File: src/rtl/permutation_ctrl_if.sv
// Handshake bundle between the Ascon mode FSM (master) and the permutation controller (slave).
// abort_i exists only when PERM_CTRL_ABORT_EN is defined.
interface permutation_ctrl_if;
  logic       start_i;
  logic       mode_i;
`ifdef PERM_CTRL_ABORT_EN
  logic       abort_i;
`endif
  logic [3:0] round_o;
  logic       input_select_o;
  logic       ena_reg_state_o;
  logic       busy_o;
  logic       done_o;

`ifdef PERM_CTRL_ABORT_EN
  modport master (output start_i, mode_i, abort_i,
                  input  round_o, input_select_o, ena_reg_state_o, busy_o, done_o);
  modport slave  (input  start_i, mode_i, abort_i,
                  output round_o, input_select_o, ena_reg_state_o, busy_o, done_o);
`else
  modport master (output start_i, mode_i,
                  input  round_o, input_select_o, ena_reg_state_o, busy_o, done_o);
  modport slave  (input  start_i, mode_i,
                  output round_o, input_select_o, ena_reg_state_o, busy_o, done_o);
`endif
endinterface

File: src/rtl/permutation_ctrl.sv
// Ascon permutation sequencer: runs p^a (12 rounds) or p^b (ROUNDS_B rounds) on start.
// Optional abort support is enabled by defining PERM_CTRL_ABORT_EN.
module permutation_ctrl #(
  parameter int unsigned ROUNDS_B = 6
) (
  input  logic               clock_i,
  input  logic               reset_i,
  permutation_ctrl_if.slave  perm
);

  typedef enum logic [1:0] {IDLE, LOAD, RUN, DONE} state_t;

  localparam logic [3:0] START_B    = 4'(12 - ROUNDS_B);
  localparam logic [3:0] LAST_ROUND = 4'd11;

  state_t     state_q;
  logic [3:0] rc_q;
  logic [3:0] start_round;
  logic       abort;

  always_comb begin
    start_round = perm.mode_i ? START_B : 4'd0;
  end

  always_comb begin
`ifdef PERM_CTRL_ABORT_EN
    abort = perm.abort_i;
`else
    abort = 1'b0;
`endif
  end

  // Outputs are registered alongside the next state so they always equal the
  // Moore decode of (state_q, rc_q) without a combinational path from inputs.
  always_ff @(posedge clock_i or posedge reset_i) begin
    if (reset_i) begin
      state_q              <= IDLE;
      rc_q                 <= '0;
      perm.round_o         <= '0;
      perm.input_select_o  <= 1'b0;
      perm.ena_reg_state_o <= 1'b0;
      perm.busy_o          <= 1'b0;
      perm.done_o          <= 1'b0;
    end else begin
      perm.round_o         <= '0;
      perm.input_select_o  <= 1'b0;
      perm.ena_reg_state_o <= 1'b0;
      perm.busy_o          <= 1'b0;
      perm.done_o          <= 1'b0;
      case (state_q)
        IDLE: begin
          if (perm.start_i) begin
            state_q              <= LOAD;
            rc_q                 <= start_round;
            perm.round_o         <= start_round;
            perm.ena_reg_state_o <= 1'b1;
            perm.busy_o          <= 1'b1;
          end
        end
        LOAD, RUN: begin
          if (abort) begin
            state_q <= IDLE;
            rc_q    <= '0;
          end else if (rc_q == LAST_ROUND) begin
            state_q             <= DONE;
            perm.done_o         <= 1'b1;
            perm.input_select_o <= 1'b1;
          end else begin
            state_q              <= RUN;
            rc_q                 <= rc_q + 4'd1;
            perm.round_o         <= rc_q + 4'd1;
            perm.input_select_o  <= 1'b1;
            perm.ena_reg_state_o <= 1'b1;
            perm.busy_o          <= 1'b1;
          end
        end
        DONE: begin
          state_q <= IDLE;
          rc_q    <= '0;
        end
        default: begin
          state_q <= IDLE;
          rc_q    <= '0;
        end
      endcase
    end
  end

endmodule

File: src/flat_wrapper.sv
// flat-port wrapper written by rule: the top's interface ports become plain ports
module permutation_ctrl_flat 
#(
  parameter int unsigned ROUNDS_B = 6
)
  (clock_i, reset_i, perm_start_i, perm_mode_i, perm_round_o, perm_input_select_o, perm_ena_reg_state_o, perm_busy_o, perm_done_o);
  permutation_ctrl_if perm_i ();
  input  logic clock_i;
  input  logic reset_i;
  input wire logic [$bits(perm_i.start_i)-1:0] perm_start_i;
  input wire logic [$bits(perm_i.mode_i)-1:0] perm_mode_i;
  output wire logic [$bits(perm_i.round_o)-1:0] perm_round_o;
  output wire logic [$bits(perm_i.input_select_o)-1:0] perm_input_select_o;
  output wire logic [$bits(perm_i.ena_reg_state_o)-1:0] perm_ena_reg_state_o;
  output wire logic [$bits(perm_i.busy_o)-1:0] perm_busy_o;
  output wire logic [$bits(perm_i.done_o)-1:0] perm_done_o;
  assign perm_i.start_i = perm_start_i;
  assign perm_i.mode_i = perm_mode_i;
  assign perm_round_o = perm_i.round_o;
  assign perm_input_select_o = perm_i.input_select_o;
  assign perm_ena_reg_state_o = perm_i.ena_reg_state_o;
  assign perm_busy_o = perm_i.busy_o;
  assign perm_done_o = perm_i.done_o;
  permutation_ctrl #(.ROUNDS_B(ROUNDS_B)) u_core (.clock_i(clock_i), .reset_i(reset_i), .perm(perm_i));
endmodule
File: config.mk
export PLATFORM = sky130hd
export DESIGN_NAME = permutation_ctrl_flat
export DESIGN_NICKNAME = d
export VERILOG_FILES = /design/src/rtl/permutation_ctrl_if.sv /design/src/rtl/permutation_ctrl.sv /design/src/flat_wrapper.sv
export SDC_FILE = /design/constraint.sdc
export NUM_CORES = 1
export LEC_CHECK = 0
export ABC_AREA = 1
export CORE_MARGIN = 2
export CORE_UTILIZATION = 37
export DETAILED_ROUTE_END_ITERATION = 8
export PLACE_DENSITY_LB_ADDON = 0.08
export SLEW_MARGIN = 40
export SYNTH_ARGS = -nofsm -noshare
export SYNTH_HDL_FRONTEND = slang
export SYNTH_SLANG_ARGS = --single-unit
export TNS_END_PERCENT = 50
File: constraint.sdc
create_clock -name clock_i -period 2.3 [get_ports clock_i]
set_input_delay 0.46 -clock clock_i [delete_from_list [all_inputs] [get_ports clock_i]]
set_output_delay 0.46 -clock clock_i [all_outputs]
set_load 0.01 [all_outputs]
==> results of run 1 <==
## synth_stat cells, types with 3 or more instances
cell and number:
inv_1 9, nand2_1 21, ha_1 4, dfrtp_1 13, nand3_1 5, nor2_1 3
a21oi_1 5
## worst max-delay path by stage
stage / startpoint / end / slack [ps] / cells after the start
3_3_place_gp: perm_start_i / u_core.state_q[0]$_DFFE_PP0P_ / 780 / 6
6_report: u_core.perm.busy_o$_DFF_PP0_ / perm_ena_reg_state_o / 700 / 1
4_1_cts: u_core.perm.busy_o$_DFF_PP0_ / perm_ena_reg_state_o / 690 / 1
5_1_grt: u_core.perm.busy_o$_DFF_PP0_ / perm_ena_reg_state_o / 650 / 1
2_1_floorplan: u_core.state_q[0]$_DFFE_PP0P_ / u_core.rc_q[1]$_DFFE_PP0P_ / 1040 / 7
3_5_place_dp: perm_start_i / u_core.state_q[0]$_DFFE_PP0P_ / 760 / 6
## final cells by class
type | count | area, um2 | area share
well taps | 16 | 20.02 | 0.02568
inverters | 10 | 37.54 | 0.04815
multi-input cells | 48 | 260.3 | 0.3339
flip-flops and latches | 13 | 325.3 | 0.4173
clock buffers | 4 | 26.28 | 0.03371
repair buffers | 11 | 110.1 | 0.1413
## report_power, final
| group | switching, mW | internal, mW |
|---|---|---|
| clock network | 0.0694 | 0.0671 |
| logic | 0.303 | 0.233 |
| registers | 0.0567 | 0.317 |
| total | 0.429 | 0.617 |
## stage by stage
| stage | std cells | hold WS [ps] |
|---|---|---|
| 6_report | 102 | 504.4 |
| 5_1_grt | 102 | 566.8 |
| 4_1_cts | 102 | 516.0 |
| 3_5_place_dp | 98 | 543.2 |
| 3_3_place_gp | 98 | 545.2 |
| 2_1_floorplan | 72 | 337.0 |
## flip-flops by register name, summed over array words and instances, names as in the netlist
| name | flops |
|---|---|
| u_core.perm.busy_o | 1 |
| u_core.perm.done_o | 1 |
| u_core.perm.input_select_o | 1 |
| u_core.perm.round_o | 4 |
| u_core.rc_q | 4 |
| u_core.state_q | 2 |
## routing by layer
layer,vias to the layer above,part of all wire
met1,232,0.44
met2,25,0.49
li1,258,-
met4,0,0.017
met5,-,0
met3,4,0.051
## cells by family after synthesis
family / after synthesis / synth area share
AOI/OAI and AO/OA: 8 / 0.06744
and+or+nand+nor: 36 / 0.2659
adders and majority gates: 4 / 0.07937
DFF: 13 / 0.5159
buffers and inverters: 11 / 0.07142
==> flow_summary.json, run 1 <==
{
  "status": "complete, no violations",
  "cts_buffer_depth": 2,
  "r2r-end": "u_core.rc_q[1]$_DFFE_PP0P_",
  "io_buffers": 11,
  "syn_nets": 80,
  "synth_cells": 72,
  "cts_hold_buf": 0,
  "setup_viol": 0,
  "dp_slack_ps": 757.1,
  "period_share": 0.6952,
  "yosysWarnings": 0,
  "final.setup.tns_ps": 0,
  "slew_violations": 0,
  "final_common_cell": "nand2_1",
  "worstPathRequired_ps": 1840,
  "postSynth.asyncResetShare": 1.000,
  "synth_area_leader_cell": "dfrtp_1",
  "cp_cell_sequence": "clkdlybuf4s50_1",
  "htreeDepth": 1,
  "drive_above_1_share": 0.09302,
  "cpPeakStageDelay_ps": 530,
  "netlist_area_um2": 630.6,
  "wl_per_cell_um": 11.07,
  "cts-buffers-inserted": 3,
  "critPathBufInv": 1,
  "endpoint_kind": "primary output",
  "post_cts_resized": 0,
  "avgSynthCellArea_um2": 8.758,
  "grt_use_met3": 0.02400,
  "crit_fanout": 2,
  "wirelength_mm": 1.129,
  "worstReg2RegStart": "u_core.state_q[0]$_DFFE_PP0P_",
  "worst_slack_ps": 701.1,
  "power.density_nw_per_um2": 1342,
  "synth_seq_area_share": 0.5159,
  "synth_cell_types": 19,
  "post-route-min-period_ps": 1599,
  "grt_most_used_layer": "met2",
  "grt-ovfl-total": 0,
  "grt_pass1_wl_mm": 1.952,
  "worst_pin_slew_ps": 473.4,
  "grtUsageMet1": 0.1616,
  "worst-endpoint-arrival_ps": 1140,
  "final_cell_mix": "nand2_1 (21), dfrtp_1 (13), clkdlybuf4s50_1 (11), inv_1 (9)",
  "synth_flop_cell": "dfrtp_1",
  "synth_edf_count": 0,
  "clkSlewWorstSetupHoldPaths_ps": 70,
  "synth_top_area_share": 0.5159,
  "ys_ff_latch": 13,
  "hold_viol_final": 0,
  "routabilityCongestion": 0.8063,
  "drt_iter0_drc": 12,
  "vias": 519,
  "start_kind": "flip-flop",
  "fin_skew_ps": 2.127,
  "maxCapViolCount": 0,
  "die_area_um2": 2051,
  "grt_pass1_vias": 467,
  "maxSlewHeadroom": 0.6840,
  "postLayoutCellArea_um2": 779.5,
  "rows": 14,
  "antenna_found_initial": 0,
  "die_w_um": 45.29,
  "p_leak_nw": 0.4000,
  "nNetsFinal": 95,
  "crit_path_top_delay_cell": "clkdlybuf4s50_1",
  "fp.dieH_um": 45.29,
  "grt_start_max_net_pins": 14,
  "initial_core_util": 0.4045,
  "rsz0062_at_grt": "no",
  "postCtsSetupBuffers": 0,
  "fmax_mhz": 625.4,
  "cpLargestDelayFamily": "buffers and inverters",
  "diodes": 0,
  "cts.sinks": 13,
  "ff2ff_path_depth": 7,
  "pin_count": 12,
  "min_path_type": "in2async",
  "cts_root_buf": "clkbuf_4",
  "grt_use_met2": 0.2286,
  "dpl_cell_area_um2": 753.2,
  "finalPower_mw": 1.046,
  "vdd_ir_drop_max_v": 0.0007771,
  "path_class": "reg2out",
  "fillers": 151,
  "clock_latency_ps": 270,
  "viasPerCell": 5.088,
  "core_area_um2": 1559,
  "drc": 0,
  "hpwl_um": 897.4,
  "final_antenna_net_count": 0,
  "cts_tree": "done",
  "firstDrtPassIters": 4,
  "rrSetupSlack_ps": 870,
  "synth.area.top_cells": "dfrtp_1 (52%), nand2_1 (13%), ha_1 (7.9%)",
  "syn_to_final_growth_pct": 23.61,
  "grtUsageTotal": 0.1399,
  "finish.utilization": 0.5000
}
Note: power is estimated with default switching activity, not from simulation.
==> inputs of run 2 (changes only) <==
Clock period 2.3 ns to 1.4 ns, I/O delays scaled along.
==> run 2 against run 1 <==
Via count fell by 1.9%. Worst setup slack got worse by 590 ps. Core utilization rose by 2.2 points. Clock power rose by 61%. Sequential power rose by 59%. Sequential cell count did not move.
==> flow_summary.json, run 2 (synthesized netlist as in run 1, its figures left out) <==
{
  "final_common_cell": "nand2_1",
  "post-route-min-period_ps": 1288,
  "io_buffers": 11,
  "dp_slack_ps": 33.07,
  "clock_latency_ps": 270,
  "maxSlewHeadroom": 0.6785,
  "power.density_nw_per_um2": 2220,
  "layout.cells.non_filler": 105,
  "dpl_cell_area_um2": 768.2,
  "drive_above_1_share": 0.1348,
  "crit_path_top_delay_cell": "dfrtp_1",
  "cts_hold_buf": 0,
  "fmax_mhz": 776.4,
  "grt_pass1_vias": 486,
  "finalPower_mw": 1.805,
  "grt_pass1_wl_mm": 1.987,
  "final_cell_mix": "nand2_1 (21), dfrtp_1 (13), inv_1 (9), dlygate4sd2_1 (7)",
  "start_kind": "flip-flop",
  "cpLargestDelayFamily": "flip-flops",
  "initial_core_util": 0.4045,
  "maxCapViolCount": 0,
  "core_area_um2": 1559,
  "die_w_um": 45.29,
  "clkSlewWorstSetupHoldPaths_ps": 70,
  "r2r-end": "u_core.rc_q[2]$_DFFE_PP0P_",
  "diodes": 0,
  "grtUsageTotal": 0.1406,
  "worst_slack_ps": 112.0,
  "cts_buffer_depth": 2,
  "finish.utilization": 0.5217,
  "firstDrtPassIters": 4,
  "status": "complete, no violations",
  "top_regs": "u_core.perm.round_o: 4 flops, u_core.rc_q: 4 flops, u_core.state_q: 2 flops",
  "critPathBufInv": 2,
  "drc": 0,
  "dpl.cell_count": 100,
  "wl_per_cell_um": 10.85,
  "setup_viol": 0,
  "ff2ff_path_depth": 7,
  "pin_count": 12,
  "worst_pin_slew_ps": 481.8,
  "syn_to_final_growth_pct": 28.97,
  "vias": 509,
  "htreeDepth": 1,
  "cpMostUsedCell": "nand2_1",
  "p_leak_nw": 0.4507,
  "hold_viol_final": 0,
  "fin_skew_ps": 5.381,
  "worstReg2RegStart": "u_core.state_q[0]$_DFFE_PP0P_",
  "grt_start_max_net_pins": 14,
  "nNetsFinal": 98,
  "rows": 14,
  "crit_fanout": 7,
  "postLayoutCellArea_um2": 813.3,
  "cts_root_buf": "clkbuf_4",
  "worst-endpoint-arrival_ps": 1460,
  "die_area_um2": 2051,
  "period_share": 0.9200,
  "antenna_found_initial": 0,
  "viasPerCell": 4.848,
  "wirelength_mm": 1.139,
  "cp_cell_sequence": "inv_1 -> ha_4 -> nand4_2 -> nand2_4 -> inv_2 -> nand2_1 -> nand2_1",
  "drt_iter0_drc": 12,
  "worstPathRequired_ps": 1570,
  "endpoint_kind": "flip-flop",
  "min_path_type": "in2async",
  "cts.sinks": 13,
  "path_class": "reg2reg",
  "vdd_ir_drop_max_v": 0.001097,
  "cts-buffers-inserted": 3,
  "final_antenna_net_count": 0,
  "slew_violations": 0,
  "hpwl_um": 908.9,
  "grt-ovfl-total": 0,
  "cts_tree": "done",
  "routabilityCongestion": 0.8071,
  "cpPeakStageDelay_ps": 380,
  "fp.dieH_um": 45.29,
  "rrSetupSlack_ps": 110
}
[run 2: cell types whose count changed in the layout (fill, tap and decap cells not counted), sizes merged]
cell,before,now
clkdlybuf4s50,11,3
dlygate4sd2,0,7
buf,0,3
dlymetal6s2s,0,1
[run 2: routing by layer]
layer,track usage,vias up,share of wire
li1,-,262,-
met1,0.1537,228,0.43
met2,0.2400,17,0.50
met3,0.07200,2,0.068
met4,0.03529,0,0.0044
met5,0,-,0
[run 2: cell type report]
class	instances	area (um2)
fill	149	745.7
sequential	13	325.3
multi-input combinational	48	277.8
timing repair buffer	14	126.4
inverter	10	37.54
clock buffer	4	26.28
tap	16	20.02
[run 2: worst max path at each step]
stage,startpoint,to,slack [ps],cells after the start
5_1_grt,u_core.state_q[0]$_DFFE_PP0P_,u_core.rc_q[1]$_DFFE_PP0P_,-2,7
2_1_floorplan,u_core.state_q[0]$_DFFE_PP0P_,u_core.rc_q[1]$_DFFE_PP0P_,140,7
6_report,u_core.state_q[0]$_DFFE_PP0P_,u_core.rc_q[2]$_DFFE_PP0P_,110,7
3_3_place_gp,u_core.state_q[0]$_DFFE_PP0P_,u_core.rc_q[2]$_DFFE_PP0P_,50,7
3_5_place_dp,perm_start_i,u_core.state_q[0]$_DFFE_PP0P_,30,6
4_1_cts,u_core.perm.round_o[0]$_DFF_PP0_,perm_round_o[0],0.7,1
[run 2: per-stage QoR]
stage               hold slack (ps)  setup TNS (ps)
CTS                           338.0               0
detailed placement            530.8               0
global placement              547.0               0
floorplan                     157.0               0
global route                  376.0          -2.437
finish                        324.9               0
[run 2: worst register-to-register path, delay by kind of cell (launching register included)]
family | cells | cell delay (ps)
adder cells (fa/ha/maj) | 1 | 300
buffers and inverters | 2 | 140
flip-flops | 1 | 380
AND/OR/NAND/NOR | 4 | 370
[run 2: timing repair]
action | in CTS | in global routing
endpoints found under the hold margin | 0 | 0
setup endpoints to repair | 7 | 8
resized for setup | 7 | 3
setup buffers | 0 | 1
[run 2: report_power, final]
group / switching (mW) / internal (mW) / leakage (nW) / total, mW
Sequential: 0.0742 / 0.521 / 0.167 / 0.596
Combinational: 0.546 / 0.443 / 0.269 / 0.989
Clock: 0.110 / 0.110 / 0.0150 / 0.221
Total: 0.731 / 1.07 / 0.451 / 1.81
